$ cat config.mk
export PLATFORM = sky130hd
export DESIGN_NAME = rgb_fade_sequencer
export DESIGN_NICKNAME = d
export VERILOG_FILES = /design/src/rtl/rgb_fade_sequencer_pkg.sv /design/src/rtl/rgb_pwm.sv /design/src/rtl/rgb_fade_sequencer.sv
export SDC_FILE = /design/constraint.sdc
export NUM_CORES = 1
export LEC_CHECK = 0
export CAP_MARGIN = 20
export CELL_PAD_IN_SITES_DETAIL_PLACEMENT = 1
export CELL_PAD_IN_SITES_GLOBAL_PLACEMENT = 1
export CORE_MARGIN = 3
export CORE_UTILIZATION = 46
export CTS_CLUSTER_SIZE = 12
export DETAILED_ROUTE_END_ITERATION = 16
export GPL_ROUTABILITY_DRIVEN = 0
export PLACE_DENSITY = 0.85
export REMOVE_ABC_BUFFERS = 1
export SETUP_SLACK_MARGIN = 0.4
export SLEW_MARGIN = 10
export SYNTH_ARGS = -nofsm -noshare
export SYNTH_HDL_FRONTEND = slang
export SYNTH_SLANG_ARGS = --single-unit
$ cat constraint.sdc
create_clock -name clk -period 2.7 [get_ports clk]
set_input_delay 0.54 -clock clk [delete_from_list [all_inputs] [get_ports clk]]
set_output_delay 0.54 -clock clk [all_outputs]
set_load 0.02 [all_outputs]
$ cat src/rtl/rgb_fade_sequencer_pkg.sv
// Shared definitions for the RGB keyframe fade sequencer: FSM states,
// colour field positions inside a 24-bit key word and PWM resolution.
package rgb_fade_sequencer_pkg;

  typedef enum logic [1:0] {
    IDLE = 2'd0,
    LOAD = 2'd1,
    FADE = 2'd2
  } fade_state_t;

  localparam int PWM_BITS = 8;
  localparam int RGB_W    = 24;

  localparam int R_MSB = 23;
  localparam int R_LSB = 16;
  localparam int G_MSB = 15;
  localparam int G_LSB = 8;
  localparam int B_MSB = 7;
  localparam int B_LSB = 0;

  // Move one count toward the target; holds once equal, so it can never wrap.
  function automatic logic [PWM_BITS-1:0] step_toward(input logic [PWM_BITS-1:0] cur,
                                                      input logic [PWM_BITS-1:0] tgt);
    logic [PWM_BITS-1:0] nxt;
    nxt = cur;
    if (cur < tgt) begin
      nxt = cur + PWM_BITS'(1);
    end else if (cur > tgt) begin
      nxt = cur - PWM_BITS'(1);
    end
    return nxt;
  endfunction

endpackage

$ cat src/rtl/rgb_pwm.sv
// Three-channel 8-bit PWM stage. One free-running counter is shared by all
// channels; each duty is copied into a shadow register only at counter wrap
// so a duty change mid-period can never produce a runt pulse.
module rgb_pwm
  import rgb_fade_sequencer_pkg::*;
(
  input  logic                clk,
  input  logic                rst_n,
  input  logic [PWM_BITS-1:0] duty_r,
  input  logic [PWM_BITS-1:0] duty_g,
  input  logic [PWM_BITS-1:0] duty_b,
  output logic                red,
  output logic                green,
  output logic                blue
);

  logic [PWM_BITS-1:0] pwm_cnt;
  logic [PWM_BITS-1:0] shadow_r;
  logic [PWM_BITS-1:0] shadow_g;
  logic [PWM_BITS-1:0] shadow_b;
  logic                at_wrap;

  assign at_wrap = (pwm_cnt == {PWM_BITS{1'b1}});

  // Free-running period counter, wraps naturally every 256 cycles.
  always_ff @(posedge clk or negedge rst_n) begin
    if (!rst_n) begin
      pwm_cnt <= '0;
    end else begin
      pwm_cnt <= pwm_cnt + PWM_BITS'(1);
    end
  end

  // Latch new duties only on the last count so each period uses one value.
  always_ff @(posedge clk or negedge rst_n) begin
    if (!rst_n) begin
      shadow_r <= '0;
      shadow_g <= '0;
      shadow_b <= '0;
    end else if (at_wrap) begin
      shadow_r <= duty_r;
      shadow_g <= duty_g;
      shadow_b <= duty_b;
    end
  end

  // Registered compare: high for exactly `duty` counts of every period.
  always_ff @(posedge clk or negedge rst_n) begin
    if (!rst_n) begin
      red   <= 1'b0;
      green <= 1'b0;
      blue  <= 1'b0;
    end else begin
      red   <= (pwm_cnt < shadow_r);
      green <= (pwm_cnt < shadow_g);
      blue  <= (pwm_cnt < shadow_b);
    end
  end

endmodule

$ cat src/rtl/rgb_fade_sequencer.sv
// Keyframe colour sequencer for the RGB LED. A programmable table of RGB
// targets is walked key by key; the live duties ramp linearly toward each
// target one count per step tick, then the PWM stage drives the pins.
module rgb_fade_sequencer
  import rgb_fade_sequencer_pkg::*;
#(
  parameter int STEP_DIV = 1 << 20,
  parameter int N_KEYS   = 8,
  parameter int KEY_AW   = 3
) (
  input  logic              clk,
  input  logic              rst_n,
  input  logic              start,
  input  logic              stop,
  input  logic              loop,
  input  logic [KEY_AW:0]   n_keys,
  input  logic              key_we,
  input  logic [KEY_AW-1:0] key_addr,
  input  logic [RGB_W-1:0]  key_data,
  output logic              red,
  output logic              green,
  output logic              blue,
  output logic              busy,
  output logic              done,
  output logic [KEY_AW-1:0] key_idx
);

  localparam int CNT_W = (STEP_DIV > 1) ? $clog2(STEP_DIV) : 1;
  localparam logic [CNT_W-1:0] STEP_LAST = CNT_W'(STEP_DIV - 1);
  localparam logic [KEY_AW:0]  KEYS_MAX  = (KEY_AW + 1)'(N_KEYS);

  fade_state_t          state_q;
  fade_state_t          state_d;
  logic [RGB_W-1:0]     key_table [N_KEYS];
  logic [RGB_W-1:0]     target_q;
  logic [PWM_BITS-1:0]  duty_r;
  logic [PWM_BITS-1:0]  duty_g;
  logic [PWM_BITS-1:0]  duty_b;
  logic [CNT_W-1:0]     step_cnt;
  logic [KEY_AW-1:0]    key_idx_q;
  logic                 done_q;

  logic [KEY_AW:0]      n_eff;
  logic                 last_key;
  logic                 all_eq;
  logic                 step_tick;
  logic                 start_seq;
  logic                 advance;
  logic                 finish;

  // Requests beyond the table depth are clamped rather than rejected.
  assign n_eff     = (n_keys > KEYS_MAX) ? KEYS_MAX : n_keys;
  assign last_key  = (({1'b0, key_idx_q} + (KEY_AW + 1)'(1)) >= n_eff);
  assign all_eq    = (duty_r == target_q[R_MSB:R_LSB]) &&
                     (duty_g == target_q[G_MSB:G_LSB]) &&
                     (duty_b == target_q[B_MSB:B_LSB]);
  assign step_tick = (state_q == FADE) && (step_cnt == STEP_LAST);

  assign busy    = (state_q != IDLE);
  assign done    = done_q;
  assign key_idx = key_idx_q;

  // Keyframe table: writable at any time, read only during LOAD.
  always_ff @(posedge clk or negedge rst_n) begin
    if (!rst_n) begin
      for (int i = 0; i < N_KEYS; i++) begin
        key_table[i] <= '0;
      end
    end else if (key_we) begin
      key_table[key_addr] <= key_data;
    end
  end

  // Sequencer next-state: stop overrides everything, including a same-cycle start.
  always_comb begin
    state_d   = state_q;
    start_seq = 1'b0;
    advance   = 1'b0;
    finish    = 1'b0;
    if (stop) begin
      state_d = IDLE;
    end else begin
      case (state_q)
        IDLE: begin
          if (start && (n_eff != '0)) begin
            state_d   = LOAD;
            start_seq = 1'b1;
          end
        end
        LOAD: begin
          state_d = FADE;
        end
        FADE: begin
          if (all_eq) begin
            if (last_key && !loop) begin
              state_d = IDLE;
              finish  = 1'b1;
            end else begin
              state_d = LOAD;
              advance = 1'b1;
            end
          end
        end
        default: begin
          state_d = IDLE;
        end
      endcase
    end
  end

  // Sequencer state register.
  always_ff @(posedge clk or negedge rst_n) begin
    if (!rst_n) begin
      state_q <= IDLE;
    end else begin
      state_q <= state_d;
    end
  end

  // Key pointer and completion pulse; the pointer is left on the last key at completion.
  always_ff @(posedge clk or negedge rst_n) begin
    if (!rst_n) begin
      key_idx_q <= '0;
      done_q    <= 1'b0;
    end else begin
      done_q <= finish;
      if (start_seq) begin
        key_idx_q <= '0;
      end else if (advance) begin
        key_idx_q <= last_key ? '0 : key_idx_q + KEY_AW'(1);
      end
    end
  end

  // Target capture: a table write to the active key is only seen at its next LOAD.
  always_ff @(posedge clk or negedge rst_n) begin
    if (!rst_n) begin
      target_q <= '0;
    end else if (state_q == LOAD) begin
      target_q <= key_table[key_idx_q];
    end
  end

  // Step divider: restarts on every LOAD so each key gets a full first interval.
  always_ff @(posedge clk or negedge rst_n) begin
    if (!rst_n) begin
      step_cnt <= '0;
    end else if (state_q == LOAD) begin
      step_cnt <= '0;
    end else if (state_q == FADE) begin
      step_cnt <= step_tick ? '0 : step_cnt + CNT_W'(1);
    end
  end

  // Per-channel linear stepper; a stop in the same cycle freezes the colour as-is.
  always_ff @(posedge clk or negedge rst_n) begin
    if (!rst_n) begin
      duty_r <= '0;
      duty_g <= '0;
      duty_b <= '0;
    end else if (step_tick && !all_eq && !stop) begin
      duty_r <= step_toward(duty_r, target_q[R_MSB:R_LSB]);
      duty_g <= step_toward(duty_g, target_q[G_MSB:G_LSB]);
      duty_b <= step_toward(duty_b, target_q[B_MSB:B_LSB]);
    end
  end

  rgb_pwm u_pwm (
    .clk    (clk),
    .rst_n  (rst_n),
    .duty_r (duty_r),
    .duty_g (duty_g),
    .duty_b (duty_b),
    .red    (red),
    .green  (green),
    .blue   (blue)
  );

endmodule

# Word level (Yosys, flattened, before mapping)
# Index checks and enable logic that the tools add are counted.
# word_totals
ff_bits	301
inputBits	37
elab_cells	116
# classes
n_addsub	10
order_cmp	14
eq_ne	9
muxes	35
bitwise	2
n_reduce_logical	23
# ops
operator	count
bitwise mux 192 bit	1
binary-select mux 24 bit (select 3 bit)	1
demux 24 bit (select 3 bit)	1
2-to-1 mux 24 bit	3
2-to-1 mux 20 bit	3
less-than comparator 8 bit	6
2-to-1 mux 8 bit	6
adder 8 x 1 -> 8 bit, second input constant	4
== test 8 bit	3
> comparator 8 bit	3
subtractor 8 x 1 -> 8 bit, second input constant	3
adder 20 x 1 -> 20 bit, second input constant	1
== test 20 bit, second input constant	1
2-to-1 mux 1 bit	12
nonzero test 2 bit	6
2-to-1 mux 3 bit	3
== test 8 bit, second input constant	1
greater-or-equal comparator 4 bit, second input constant	2
logical AND 1 bit	8
inverter 3 -> 4 bit	2
AND reduction 2 bit	4
2-to-1 mux 2 bit	3
inequality test 3 bit, second input constant	2
case mux 2 bit (3 select lines)	1
11 further kinds	13

# Depth between registers and ports, before layout
# Gate-level depths: netlist (run 1).
# depth
ltp_word	10
mapped_depth	13

# By module
# From an unflattened synthesis (run 1), not the netlist that was laid out.
# unflattened
cells_unflattened	1178
area_unflattened_um2	15083.2
# modules_own_cells
mod	instances	cells_per_inst	area_per_inst_um2	seq_area_each_um2
rgb_fade_sequencer	1	1025	13158.9	6656.4
rgb_pwm	1	153	1924.3	875.8

# Worst setup path before layout (run 1)
# Ideal clock, no wire load.
# synth_timing
path_kind	flip-flop to flip-flop
from	register duty_r[1]
to	register duty_r[7]
setup_time_ns	0.079
arrival_time_ns	2.876
required_time_ns	2.621
slack_ns	-0.255
path_stages_with_launch	13
n_path_buf	0
path_cell_list	dfrtp_1 -> ha_1 -> nor2b_1 -> o211ai_1 -> a21o_1 -> nand2_1 -> ha_1 -> a21oi_1 -> o211ai_1 -> o41a_1 -> a21o_1 -> a221oi_1 -> xor2_1
# synth_via
elab_chain_cells	7
elab_cells_between_ends	14
classes_between	add/sub (2); order compare (2); eq/ne (1); mux (2); reduce/logical (7)
# synth_rtl
item	line_no	text
from (decl)	rgb_fade_sequencer.sv:36	logic [PWM_BITS-1:0] duty_r;
from (signal assigned)	rgb_fade_sequencer.sv:162	duty_r <= step_toward(duty_r, target_q[R_MSB:R_LSB]);
branches (longest 7 deep; another with subtractor 8 x 1 -> 8 bit)	--	
# Parallel ways; which one is timed is not known. The select of a mux whose other input is x is not followed.
# A chain may end at the register's enable or synchronous reset.

# Worst setup path in the final report (run 1)
# layout_timing
from	register target_q[3]
to	register duty_b[7]
# layout_via
elab_chain_cells	6
elab_cells_between_ends	10
classes_between	order compare (2); eq/ne (1); mux (1); reduce/logical (6)
# layout_rtl
item	line_no	text
from (decl)	rgb_fade_sequencer.sv:35	logic [RGB_W-1:0] target_q;
from (signal assigned)	rgb_fade_sequencer.sv:140	target_q <= key_table[key_idx_q];
branches (longest 6 deep; another with less-than comparator 8 bit)	--	
to (signal assigned)	rgb_fade_sequencer.sv:164	duty_b <= step_toward(duty_b, target_q[B_MSB:B_LSB]);
to (decl)	rgb_fade_sequencer.sv:38	logic [PWM_BITS-1:0] duty_b;
# Parallel ways; which one is timed is not known.

==> results of run 1 <==
==> worst reg2reg max path, cell delays in order (launching register included) <==
cell and delay (ns):
dfrtp_1 0.42, inv_1 0.08, ha_1 0.39, a21oi_2 0.22, a21o_1 0.20, nand2_4 0.09
buf_6 0.13, ha_4 0.23, a21oi_4 0.18, o211ai_1 0.19, o41a_1 0.51, a21o_1 0.22
a221oi_2 0.30, xor2_1 0.19
==> worst min path at each step <==
| stage | from | endpoint | cells past startpoint |
|---|---|---|---|
| 2_1_floorplan | rst_n | done$_DFF_PN0_ | 0 |
| 3_3_place_gp | rst_n | key_table[33]$_DFFE_PN0P_ | 1 |
| 3_5_place_dp | rst_n | key_table[33]$_DFFE_PN0P_ | 1 |
| 4_1_cts | rst_n | key_table[57]$_DFFE_PN0P_ | 2 |
| 5_1_grt | rst_n | key_table[57]$_DFFE_PN0P_ | 2 |
| 6_report | rst_n | key_table[57]$_DFFE_PN0P_ | 2 |
==> area by class of cell <==
| class | count | area (um^2) | area share |
|---|---|---|---|
| multi-input combinational | 770 | 7840 | 0.402 |
| clock inverter | 6 | 97.6 | 0.00501 |
| tap | 435 | 544 | 0.0279 |
| sequential | 301 | 7540 | 0.387 |
| clock buffer | 53 | 993 | 0.0510 |
| inverter | 63 | 236 | 0.0121 |
| timing repair buffer | 239 | 2230 | 0.115 |
==> layer usage <==
| layer | wire [um] | vias up | track usage |
|---|---|---|---|
| li1 | - | 4718 | - |
| met1 | 22400 | 6274 | 0.381 |
| met2 | 29800 | 806 | 0.544 |
| met3 | 4050 | 310 | 0.0494 |
| met4 | 4500 | 0 | 0.152 |
| met5 | 0 | - | 0 |
==> cells by family after synthesis <==
kind of cell | synth area share
simple gates | 0.0745
compound gates | 0.0721
buf+inv | 0.0295
fa+ha+maj | 0.0661
flops | 0.505
mux | 0.237
xor+xnor | 0.0164
==> registers in the layout, indices dropped and copies added (netlist names) <==
signal	flops
u_pwm.red	1
step_cnt	20
u_pwm.shadow_b	8
duty_b	8
u_pwm.pwm_cnt	8
duty_r	8
key_table	192
u_pwm.blue	1
target_q	24
u_pwm.green	1
duty_g	8
done	1
key_idx	3
state_q	2
u_pwm.shadow_r	8
u_pwm.shadow_g	8
==> metrics by stage <==
step	total power, uW	setup TNS [ns]	instances	util	instance area, um^2
floorplan	7550	-45.54	1134	-	14700
global placement	8420	-2.27	1723	0.526	16700
detailed placement	8750	-4.44	1723	0.526	16700
CTS	13800	-1.25	1837	0.595	18900
global route	15600	-6.06	1867	0.613	19500
finish	15100	-4.82	1867	0.613	19500
==> cells in the mapped netlist, types with 12 or more instances <==
| master | n |
|---|---|
| nand2_1 | 105 |
| a21oi_1 | 25 |
| a21o_1 | 19 |
| mux2_2 | 214 |
| ha_1 | 74 |
| dfrtp_1 | 301 |
| xnor2_1 | 20 |
| nand4_1 | 12 |
| nor2_1 | 51 |
| mux4_2 | 48 |
| clkbuf_1 | 44 |
| nand3_1 | 23 |
| o21ai_0 | 44 |
| a31oi_1 | 33 |
| inv_1 | 62 |
==> where the power goes <==
group | total, uW | internal, uW | leakage [uW] | switching (uW)
clock | 4840 | 2660 | 0.000524 | 2180
combinational | 4170 | 1980 | 0.00425 | 2190
sequential | 6140 | 5380 | 0.00372 | 756
==> repair_timing <==
item	in CTS	in global routing
hold buffers	1	0
cloned	1	1
hold endpoints to repair	6	0
endpoints found under the setup margin	48	49
setup buffers	53	29
resized for setup	120	94
pin swaps	42	61
==> flow_summary.json, run 1 <==
{
  "routed_wl_mm": 60.8,
  "grt_max_degree": 112,
  "critPathSlowestCell": "o41a_1",
  "post-route-drc-count": 0,
  "postRouteAntennaNets": 0,
  "h-tree-depth": 2,
  "synth_top_cell_area_share": 0.505,
  "r2r_start": "target_q[3]$_DFFE_PN0N_",
  "path_cells": "inv_1 -> ha_1 -> a21oi_2 -> a21o_1 -> nand2_4 -> buf_6 -> ha_4 -> a21oi_4 -> o211ai_1 -> o41a_1 -> a21o_1 -> a221oi_2 -> xor2_1",
  "crit_start": "target_q[3]$_DFFE_PN0N_",
  "grt_antenna_before_repair": 0,
  "worstSetupPathType": "flop to flop",
  "fillers": 3042,
  "syn_area_um2": 14900,
  "cts_made_buffers": 35,
  "grt_pass1_wl_mm": 82.0,
  "avgRoutedWirePerCell_um": 32.6,
  "portBuffers": 44,
  "clock-sinks": 301,
  "preCtsSetupSlack_ns": -0.498,
  "start_kind": "flop",
  "fin_crit_ns": 3.40,
  "fin_nets": 1524,
  "vias": 12100,
  "r2r_slack_ns": -0.70,
  "yosys_warnings": 0,
  "max_slew_margin": 0.470,
  "clock_skew_ns": 0.0406,
  "crit_cells": 13,
  "holdWs_ns": 0.411,
  "synth.distinct_cells": 56,
  "die_area_um2": 34600,
  "rows": 65,
  "yosysTopAreaCell": "dfrtp_1",
  "crit_family": "compound AO/OA/AOI/OAI gates",
  "leakagePower_uw": 0.00850,
  "avgSynthCellArea_um2": 12.6,
  "ff2ff_path_depth": 13,
  "cap_violations": 0,
  "synth_area_leaders": "dfrtp_1 (50%), mux2_2 (16%), mux4_2 (7.2%)",
  "drt_first_pass_iters": 5,
  "hold_viol_final": 0,
  "drt_iter0_drc": 1191,
  "crit_arrival_ns": 3.86,
  "grt_usage": 0.312,
  "cp_slowest_stage_delay_ns": 0.51,
  "setup_viol": 15,
  "crit_fanout": 4,
  "cp-end-kind": "flop",
  "r2r_end": "duty_b[7]$_DFFE_PN0P_",
  "grt-ovfl-total": 0,
  "timing_max_transition_violations_final": 0,
  "cts_tree": "built",
  "synth_edf_count": 0,
  "synth_seq_cells": 301,
  "clock_path_buffers": 3,
  "critical_path.endpoint": "duty_b[7]$_DFFE_PN0P_",
  "outcome": "complete, but fails checks",
  "tightest_slew_ns": 0.785,
  "drive_gt1_frac": 0.446,
  "worstSkewPairLatency_ns": 0.55,
  "pin_count": 45,
  "p_per_area_nw_per_um2": 777,
  "hpwlAfterDp_mm": 25.1,
  "area_growth_syn_to_layout_pct": 30.6,
  "fp.coreArea_um2": 31800,
  "cts.clk_slew.worst_paths_ns": 0.07,
  "seq_area_frac_synth": 0.505,
  "worst_slack_ns": -0.696,
  "rsz0062_at_grt": "yes",
  "violations": "negative setup slack",
  "async_flop_share": 1.00,
  "layout_common_cells": "dfrtp_1 (297), mux2_2 (199), buf_4 (152)",
  "max-vdd-ir-drop_mv": 0.434,
  "die_w_um": 186,
  "final_common_cell": "dfrtp_1",
  "root_buffer": "clkbuf_16",
  "fmax_ghz": 0.294,
  "critical_path_buf_inv_count": 2,
  "worst_path_most_repeated_cell": "a21o_1",
  "die_h_um": 186,
  "hold_class": "primary input to asynchronous set/reset pin",
  "initial_core_util": 0.469,
  "cp.required_ns": 3.17,
  "fin_crit_sh": 1.26,
  "ys.flop_type": "dfrtp_1",
  "vias_per_cell": 6.49,
  "diodes": 0,
  "synthCells": 1185,
  "grt_pass1_vias": 13300
}
(Power assumes the default switching activity.)
==> run 2, diff against run 1 <==
CTS_BUF_LIST = sky130_fd_sc_hd__clkbuf_16   (was not set)
PLACE_DENSITY = 0.78   (was 0.85)
==> run 2 against run 1 <==
Net effect: the run still ends with negative setup slack left; sequential power down 3%; fmax up 9.2%; routed wire length down 25%; flip-flop and latch count unchanged; clock skew down 0.020 ns; count of clock-buffer cells in the layout down 18; sequential share of layout area up 1.1 points; via count down 11%; combinational power down 14%; critical endpoint is now duty_b[6]$_DFFE_PN0P_.
==> flow_summary.json, run 2 (synthesized netlist as in run 1, its figures left out) <==
{
  "clock-sinks": 301,
  "start_kind": "flop",
  "drt_first_pass_iters": 5,
  "worstSkewPairLatency_ns": 0.54,
  "vias": 10700,
  "cp.required_ns": 3.12,
  "hold_class": "flop to flop",
  "grt_pass1_vias": 11800,
  "top_regs": "key_table: 192 flops, target_q: 24 flops, step_cnt: 20 flops",
  "cap_violations": 0,
  "fmax_ghz": 0.322,
  "initial_core_util": 0.469,
  "timing_max_transition_violations_final": 0,
  "post-route-drc-count": 0,
  "crit_family": "compound AO/OA/AOI/OAI gates",
  "clock_skew_ns": 0.0208,
  "fillers": 3063,
  "postRouteAntennaNets": 0,
  "preCtsSetupSlack_ns": -0.403,
  "outcome": "complete, but fails checks",
  "area_growth_syn_to_layout_pct": 27.0,
  "largest_reg_flops": 192,
  "critical_path_buf_inv_count": 2,
  "grt_antenna_before_repair": 0,
  "h-tree-depth": 2,
  "cts.clk_slew.worst_paths_ns": 0.06,
  "p_per_area_nw_per_um2": 746,
  "grt_pass1_wl_mm": 64.7,
  "cp-end-kind": "flop",
  "fin_nets": 1487,
  "path_cells": "inv_1 -> ha_1 -> nor2b_4 -> o211ai_1 -> a21o_1 -> nand2_4 -> buf_6 -> fa_2 -> a21o_1 -> a21oi_2 -> o21bai_1 -> a21oi_2 -> xnor2_2 -> mux2_4",
  "fp.coreArea_um2": 31800,
  "grt-ovfl-total": 0,
  "drive_gt1_frac": 0.406,
  "rows": 65,
  "layout_common_cells": "dfrtp_1 (299), mux2_2 (200), buf_4 (123)",
  "routed_wl_mm": 45.8,
  "diodes": 0,
  "portBuffers": 44,
  "cts_tree": "built",
  "fin_util": 0.596,
  "worst_slack_ns": -0.409,
  "die_area_um2": 34600,
  "violations": "negative setup slack",
  "root_buffer": "clkbuf_16",
  "leakagePower_uw": 0.00833,
  "vias_per_cell": 5.86,
  "top_register": "key_table",
  "cts_made_buffers": 35,
  "die_h_um": 186,
  "critPathSlowestCell": "fa_2",
  "tightest_slew_ns": 0.690,
  "hold_viol_final": 0,
  "grt_max_degree": 78,
  "max_slew_margin": 0.540,
  "cp_slowest_stage_delay_ns": 0.37,
  "hpwlAfterDp_mm": 23.0,
  "crit_arrival_ns": 3.52,
  "clock_path_buffers": 3,
  "rsz0062_at_grt": "yes",
  "pin_count": 45,
  "fin_crit_sh": 1.15,
  "fin_crit_ns": 3.11,
  "avgRoutedWirePerCell_um": 25.0,
  "worstSetupPathType": "flop to flop",
  "final_common_cell": "dfrtp_1",
  "setup_viol": 13,
  "max-vdd-ir-drop_mv": 0.556,
  "drt_iter0_drc": 578,
  "crit_fanout": 6,
  "grt_usage": 0.238,
  "die_w_um": 186
}
==> run 2: worst paths after layout <==
path                                          startpoint                    endpoint  slack (ns)  cells past startpoint
worst max-delay path             target_q[1]$_DFFE_PN0N_       duty_b[6]$_DFFE_PN0P_       -0.41                     14
worst min-delay path            step_cnt[10]$_DFFE_PN0P_    step_cnt[10]$_DFFE_PN0P_        0.49                      1
worst max register to register   target_q[1]$_DFFE_PN0N_       duty_b[6]$_DFFE_PN0P_       -0.41                     14
worst min register to register  step_cnt[10]$_DFFE_PN0P_    step_cnt[10]$_DFFE_PN0P_        0.49                      1
max in group asynchronous                          rst_n  key_table[100]$_DFFE_PN0P_        1.31                      3
min in group asynchronous                          rst_n       duty_g[5]$_DFFE_PN0P_        0.56                      2
==> run 2: report_power, final <==
| part | switching [uW] | total (uW) | internal, uW |
|---|---|---|---|
| registers | 588 | 5970 | 5380 |
| logic | 1760 | 3580 | 1810 |
| clock network | 2020 | 4600 | 2580 |
==> run 2: cell type report <==
class | instances | area [um^2] | area share
clock buffer | 35 | 876 | 0.0462
clock inverter | 26 | 196 | 0.0104
inverter | 63 | 236 | 0.0125
multi-input combinational | 770 | 7660 | 0.404
sequential | 301 | 7540 | 0.398
tap | 435 | 544 | 0.0287
timing repair buffer | 202 | 1900 | 0.100
==> run 2: worst reg2reg max path: cells and delay by family (launching register included) <==
| family | cells | cell delay, ns |
|---|---|---|
| buf+inv | 2 | 0.21 |
| flops | 1 | 0.35 |
| fa+ha+maj | 2 | 0.68 |
| mux | 1 | 0.26 |
| compound gates | 6 | 1.09 |
| simple gates | 2 | 0.29 |
| xor+xnor | 1 | 0.10 |
==> run 2: what timing repair did <==
item | in CTS | in global routing
endpoints found under the hold margin | 54 | 0
pin swaps | 24 | 32
hold buffers | 1 | 0
gates resized for setup | 51 | 114
endpoints found under the setup margin | 66 | 58
cloned | 0 | 2
buffers inserted | 11 | 30
==> run 2: metal layers <==
metal | track usage | up-vias | share of wire
met5 | 0 | - | 0
li1 | - | 4657 | -
met1 | 0.303 | 5696 | 0.41
met3 | 0.0338 | 113 | 0.037
met2 | 0.421 | 277 | 0.52
met4 | 0.0798 | 0 | 0.031
==> run 2: stage by stage <==
step	power (uW)	setup TNS (ns)	cells	cell area [um^2]	hold WS [ns]
after global placement	8470	-2.31	1727	16700	0.472
after global routing	14700	-4.16	1832	19000	0.518
after floorplan	7550	-45.54	1134	14700	0.244
after detailed placement	8700	-3.79	1727	16700	0.487
after CTS	13500	-1.25	1800	18100	0.494
final	14100	-2.48	1832	19000	0.492
